[src/rtl/garage_door_pkg.sv]
// garage_door_pkg: state encoding shared by the garage door controller and plant,
// plus a helper that sizes the position counter.
package garage_door_pkg;

    localparam logic [1:0] IDLE     = 2'b00;
    localparam logic [1:0] MV_UP    = 2'b01;
    localparam logic [1:0] MV_DN    = 2'b10;
    localparam logic [1:0] FAULT_ST = 2'b11;

    // Smallest counter width able to hold 0..travel_steps inclusive.
    function automatic int min_pos_w(input int travel_steps);
        return $clog2(travel_steps + 1);
    endfunction

endpackage

[src/rtl/garage_door_plant_if.sv]
// garage_door_plant_if: motor commands and limit/position feedback between controller and door plant.
interface garage_door_plant_if #(
    parameter int POS_W = 8
);
    logic             UP_M;
    logic             DN_M;
    logic             OBSTRUCT;
    logic             UP_Max;
    logic             DN_Max;
    logic [POS_W-1:0] POSITION;
    logic             MOVING;
    logic             FAULT;

    modport master (
        output UP_M, DN_M, OBSTRUCT,
        input  UP_Max, DN_Max, POSITION, MOVING, FAULT
    );

    modport slave (
        input  UP_M, DN_M, OBSTRUCT,
        output UP_Max, DN_Max, POSITION, MOVING, FAULT
    );
endinterface

[src/rtl/garage_door_plant_prescaler.sv]
// door_step_prescaler: divides active motor drive cycles into position steps.
// CLR discards the held count; when EN is also high counting proceeds from zero.
module door_step_prescaler #(
    parameter int STEP_DIV = 4
) (
    input  logic CLK,
    input  logic RST,
    input  logic EN,
    input  logic CLR,
    output logic TICK
);
    localparam int CW = STEP_DIV > 1 ? $clog2(STEP_DIV) : 1;
    localparam logic [CW-1:0] LAST = CW'(STEP_DIV - 1);

    logic [CW-1:0] cnt_q, cnt_d, base;

    always_comb begin
        base  = CLR ? '0 : cnt_q;
        TICK  = EN && base == LAST;
        cnt_d = TICK ? '0 : EN ? base + 1'b1 : base;
    end

    always_ff @(posedge CLK) begin
        if (RST) cnt_q <= '0;
        else     cnt_q <= cnt_d;
    end
endmodule

[src/rtl/garage_door_plant.sv]
// garage_door_plant: integrates door position from motor commands and decodes limit switches,
// with a sticky fault on conflicting commands and an obstruction input that freezes motion.
module garage_door_plant
    import garage_door_pkg::*;
#(
    parameter int TRAVEL_STEPS = 16,
    parameter int STEP_DIV     = 4,
    parameter int POS_W        = 8,
    parameter bit INIT_OPEN    = 1'b0
) (
    input logic CLK,
    input logic RST,
    garage_door_plant_if.slave bus
);
    localparam logic [POS_W-1:0] POS_TOP = POS_W'(TRAVEL_STEPS);
    localparam logic [POS_W-1:0] POS_RST = INIT_OPEN ? POS_TOP : '0;

    logic [1:0]       state_q, state_d;
    logic [POS_W-1:0] pos_q, pos_d;
    logic             cmd_mv, at_lim_d, mv_q, at_lim_q, en, clr, tick;

    door_step_prescaler #(.STEP_DIV(STEP_DIV)) u_prescaler (
        .CLK (CLK),
        .RST (RST),
        .EN  (en),
        .CLR (clr),
        .TICK(tick)
    );

    // The 2-bit encoding is exactly {DN_M, UP_M}; FAULT_ST latches until reset.
    always_comb begin
        state_d  = state_q == FAULT_ST ? FAULT_ST : {bus.DN_M, bus.UP_M};
        cmd_mv   = state_d == MV_UP || state_d == MV_DN;
        at_lim_d = state_d == MV_UP ? pos_q == POS_TOP : pos_q == '0;
        en       = cmd_mv && !bus.OBSTRUCT && !at_lim_d;
        clr      = state_d != state_q || !cmd_mv || at_lim_d;
        pos_d    = !tick ? pos_q : state_d == MV_UP ? pos_q + 1'b1 : pos_q - 1'b1;
        mv_q     = state_q == MV_UP || state_q == MV_DN;
        at_lim_q = state_q == MV_UP ? pos_q == POS_TOP : pos_q == '0;
    end

    always_ff @(posedge CLK) begin
        if (RST) begin
            state_q <= IDLE;
            pos_q   <= POS_RST;
        end else begin
            state_q <= state_d;
            pos_q   <= pos_d;
        end
    end

    assign bus.UP_Max   = pos_q == POS_TOP;
    assign bus.DN_Max   = pos_q == '0;
    assign bus.POSITION = pos_q;
    assign bus.MOVING   = mv_q && !bus.OBSTRUCT && !at_lim_q;
    assign bus.FAULT    = state_q == FAULT_ST;
endmodule

[src/flat_wrapper.sv]
// flat-port wrapper written by rule: the top's interface ports become plain ports
module garage_door_plant_flat import garage_door_pkg::*;
#(
    parameter int TRAVEL_STEPS = 16,
    parameter int STEP_DIV     = 4,
    parameter int POS_W        = 8,
    parameter bit INIT_OPEN    = 1'b0
)
  (CLK, RST, bus_UP_M, bus_DN_M, bus_OBSTRUCT, bus_UP_Max, bus_DN_Max, bus_POSITION, bus_MOVING, bus_FAULT);
  garage_door_plant_if #(.POS_W(POS_W)) bus_i ();
  input logic CLK;
  input logic RST;
  input wire logic [$bits(bus_i.UP_M)-1:0] bus_UP_M;
  input wire logic [$bits(bus_i.DN_M)-1:0] bus_DN_M;
  input wire logic [$bits(bus_i.OBSTRUCT)-1:0] bus_OBSTRUCT;
  output wire logic [$bits(bus_i.UP_Max)-1:0] bus_UP_Max;
  output wire logic [$bits(bus_i.DN_Max)-1:0] bus_DN_Max;
  output wire logic [$bits(bus_i.POSITION)-1:0] bus_POSITION;
  output wire logic [$bits(bus_i.MOVING)-1:0] bus_MOVING;
  output wire logic [$bits(bus_i.FAULT)-1:0] bus_FAULT;
  assign bus_i.UP_M = bus_UP_M;
  assign bus_i.DN_M = bus_DN_M;
  assign bus_i.OBSTRUCT = bus_OBSTRUCT;
  assign bus_UP_Max = bus_i.UP_Max;
  assign bus_DN_Max = bus_i.DN_Max;
  assign bus_POSITION = bus_i.POSITION;
  assign bus_MOVING = bus_i.MOVING;
  assign bus_FAULT = bus_i.FAULT;
  garage_door_plant #(.TRAVEL_STEPS(TRAVEL_STEPS), .STEP_DIV(STEP_DIV), .POS_W(POS_W), .INIT_OPEN(INIT_OPEN)) u_core (.CLK(CLK), .RST(RST), .bus(bus_i));
endmodule
[config.mk]
export PLATFORM = sky130hd
export DESIGN_NAME = garage_door_plant_flat
export DESIGN_NICKNAME = d
export VERILOG_FILES = /design/src/rtl/garage_door_pkg.sv /design/src/rtl/garage_door_plant_if.sv /design/src/rtl/garage_door_plant_prescaler.sv /design/src/rtl/garage_door_plant.sv /design/src/flat_wrapper.sv
export SDC_FILE = /design/constraint.sdc
export NUM_CORES = 1
export LEC_CHECK = 0
export ABC_AREA = 1
export CORE_UTILIZATION = 45
export CTS_BUF_LIST = sky130_fd_sc_hd__clkbuf_8
export CTS_CLUSTER_SIZE = 16
export DETAILED_ROUTE_END_ITERATION = 10
export PLACE_DENSITY_LB_ADDON = 0.3
export SKIP_LAST_GASP = 1
export SYNTH_ARGS = -nofsm -noshare
export SYNTH_HDL_FRONTEND = slang
export SYNTH_SLANG_ARGS = --single-unit
[constraint.sdc]
create_clock -name CLK -period 6.39 [get_ports CLK]
set_input_delay 1.917 -clock CLK [delete_from_list [all_inputs] [get_ports CLK]]
set_output_delay 1.917 -clock CLK [all_outputs]
set_load 0.005 [all_outputs]
; ---- After elaboration in Yosys (flattened, before gate mapping)
; Cells that the tools add are included.
[word_totals]
reg_bits = 12
in_bits = 5
out_inout_bits = 12
elab_cells = 35
[classes]
n_addsub = 3
eq_ne = 8
muxes = 6
reduce_logical = 15
[ops]
columns = operator, count
row1 = $add 8x1->8 const B, 1
row2 = $eq 2x2->1 const B, 4
row3 = $eq 8x5->1 const B, 1
row4 = $logic_not 8->1, 1
row5 = $mux 8, 1
row6 = $sub 8x1->8 const B, 1
row7 = $mux 2, 3
row8 = $logic_and 1x1->1, 5
row9 = $eq 2x1->1 const B, 2
row10 = $logic_not 1->1, 4
row11 = $logic_or 1x1->1, 4
row12 = $add 2x1->2 const B, 1
row13 = $mux 1, 2
row14 = $ne 2x2->1, 1
row15 = $reduce_or 2->1, 1

; ---- Logic depth before layout (Yosys ltp)
[depth]
depth_word = 11
ltp_mapped = 15
depth_no_buf = 15

; ---- By module
; From an unflattened synthesis, not the netlist that was laid out.
[hier_totals]
hier_cells = 154
hier_area_um2 = 988.4
[modules_own_cells]
columns = mod, n_inst, cells_each, area_each_um2, seq_area_each_um2
row1 = garage_door_plant, 1, 132, 859.6, 200.2
row2 = door_step_prescaler, 1, 22, 128.9, 40.0

; ---- Worst setup path before layout
; OpenSTA, ideal clock, no wires.
[synth_timing]
kind = input -> output
start = input bus_OBSTRUCT
end = output bus_MOVING
arrival_time_ns = 2.133
required_time_ns = 4.473
slack_ns = 2.340
stages = 1
path_buffers = 0
path_cell_list = nor3b_1
[synth_between]
elab_chain_len = 3
[synth_rtl]
columns = item, line_no
row1 = from (decl), flat_wrapper.sv:15  ; input wire logic [$bits(bus_i.OBSTRUCT)-1:0] bus_OBSTRUCT;
row2 = $logic_not 1->1, garage_door_plant.sv:55  ; assign bus.MOVING = mv_q && !bus.OBSTRUCT && !at_lim_q;
row3 = $logic_and 1x1->1 (2 in a row), garage_door_plant.sv:55
row4 = to (decl), flat_wrapper.sv:19  ; output wire logic [$bits(bus_i.MOVING)-1:0] bus_MOVING;
; No other way between the ends.

; ---- Worst setup path in the final report
; Same ends and word-level chain as after synthesis.

==> run metrics <==
status completed; Synth Net Count 179; Synth Cell Area 1020 um^2; Max Cap Viol 0; FF-to-FF setup slack 3670 ps; most frequent cells in the layout nand2_1 (43), nor2_1 (25), inv_1 (23); critical path class in -> out; layout cells sized above 1 9.89%; number of distinct library cells after synthesis 25; logic gate share of total power 14.8%; beginning of the worst register-to-register path u_core.state_q[0]; final hold viol count 0; vias 1055; Initial Util 49.9%; final setup fails 0; worst hold start u_core.u_prescaler.cnt_q[0]; Int Pwr 0.000142 W; FP Rows 16; Num CTS Buffers 3; Worst EP required 4470 ps; leak pwr 0.652 nW; Sw Share 24.6%; post-layout min period 5070 ps; Final #Nets 199; CP startpoint kind primary input; clock latency on the worst-skew pair 240 ps; Die Ht 49.6 um; global route total overflow 0; max frequency 197 MHz; number of gates resized after cts 0; die area 2460 um^2; period utilisation layout 79.3%; Synth area leaders dfxtp_1 (24%), nand2_1 (16%), ha_1 (12%); Yosys top cell by area dfxtp_1; die width 49.6 um; sequential share of power 40.8%; fin util 61.5%; CORE AREA 2040 um^2; PortBufs 16; R2R depth 14; crit path max fanout 2; hpwl dp 1.78 mm; first-pass GRT wire length 4.07 mm; post-synth top area share 23.6%; final cell count without fillers 209; I/O pin cnt 17; Syn Area/Cell 6.25 um^2; most common cell after layout, fill and taps aside nand2_1; fin. max-slew vios 0; worst-margin pin slew 325 ps; buffers from clock root to sink, at most 2; Arr. time, crit path 3150 ps; drt drc 0; Clock Sinks 12; crit end category primary output; WL final 2.33 mm; Crit Reg-Reg Endpoint u_core.bus.POSITION[1]; Post-CTS Setup Inserts 0; pwr dens 150 nW/um^2; clock-pin slew on the worst setup and hold paths 50 ps; Yosys reg bits 12; HP Class reg -> reg; hold depth 2; VDD IR max 115 uV; crit path launch bus_OBSTRUCT; All-Layer GR Usage 21.5%; hold slack 537 ps; Sum Neg Setup Slack 0 ps; CTS tree done; remaining antenna violation count 0; Synth-to-Final Area Change 23.3%; H-tree levels 1; DR WL/cell 11.2 um; largest net degree at the start of global routing 12; clock network fraction of total power 44.4%; RSZ-0062 raised after global routing no; Psw 0.0000462 W; Post-Syn Instances 163; initial antenna violation count 0; final total power 0.000188 W; Antenna diodes 0; root buf cell clkbuf_8; Synth warnings 0; max_slew headroom 78.3%; Hold Path Sink u_core.u_prescaler.cnt_q[0]; Via density 5.05; hold_buf cts 0; Routability Congestion 0.823; filler instances 212; DR iter-0 viols 27; number of global-route vias before repair 1007; drt pass-1 iters 4; DP Cell Count 205; Worst Clk Skew 1.42 ps; register area share after synthesis 23.6%
-- power by group through the flow --
stage                     sequential [W]  combinational [W]   clock, W
final                          0.0000768          0.0000279  0.0000835
after detailed placement       0.0000784          0.0000277          0
after CTS                      0.0000768          0.0000279  0.0000849
after global placement         0.0000783          0.0000270          0
after global routing           0.0000768          0.0000324  0.0000899
after floorplan                0.0000782          0.0000199          0
-- sequential cells by signal (all words and copies together), names as in the netlist --
signal and count:
u_core.u_prescaler.cnt_q 2, u_core.bus.POSITION 8, u_core.state_q 2
-- synth_stat cells --
library cell,instances
nor2_2,5
xnor2_1,2
buf_6,1
inv_1,23
fa_1,1
a21oi_1,6
o21ai_0,2
nand2_2,4
or2_2,1
nand3_2,1
o21a_1,1
nand2_1,43
nor3b_1,1
clkinv_1,1
o21ai_2,1
inv_2,1
ha_1,10
nand4_1,2
nor3_1,1
a21oi_2,1
dfxtp_1,12
nand3_1,15
o21ai_1,2
o21bai_1,1
nor2_1,25
-- worst max path at each step --
| stage | slack (ps) | cells after the start | endpoint |
|---|---|---|---|
| after floorplan | 2340 | 1 | bus_MOVING |
| after global routing | 1260 | 3 | bus_MOVING |
| after detailed placement | 1330 | 3 | bus_MOVING |
| final | 1320 | 3 | bus_MOVING |
| after global placement | 1430 | 3 | bus_MOVING |
| after CTS | 1310 | 3 | bus_MOVING |
-- logic make-up after synthesis --
logic type      Yosys count  share of synthesized area, %
compound gates           14                          8.11
buf+inv                  26                          10.3
flops                    12                          23.6
simple gates             98                          42.0
fa+ha+maj                11                          14.3
xor+xnor                  2                          1.72
-- metal layers --
| layer | part of all wire [%] | vias up | wire [um] | track usage, % |
|---|---|---|---|---|
| met5 | 0 | - | 0 | 0 |
| met4 | 1.2 | 0 | 27 | 7.62 |
| met3 | 4.0 | 3 | 94 | 4.94 |
| met2 | 45 | 30 | 1040 | 36.7 |
| met1 | 50 | 470 | 1170 | 26.2 |
| li1 | - | 552 | - | - |
-- cell type report --
type / instances / area [um^2] / area share, %
clock buffers: 4 / 55.1 / 4.38
multi-input cells: 125 / 673 / 53.6
inverters: 25 / 93.8 / 7.47
repair buffers: 16 / 160 / 12.7
well taps: 27 / 33.8 / 2.69
flip-flops and latches: 12 / 240 / 19.1
-- stage by stage --
step | area [um^2] | setup WS [ps]
floorplan | 1020 | 2340
global placement | 1200 | 1430
detailed placement | 1200 | 1330
CTS | 1260 | 1310
global route | 1260 | 1260
finish | 1260 | 1320
-- critical path: stages --
cell and delay [ps]:
clkdlybuf4s50_1 430, nor3b_1 260, clkdlybuf4s50_1 550
(Power assumes the default switching activity.)
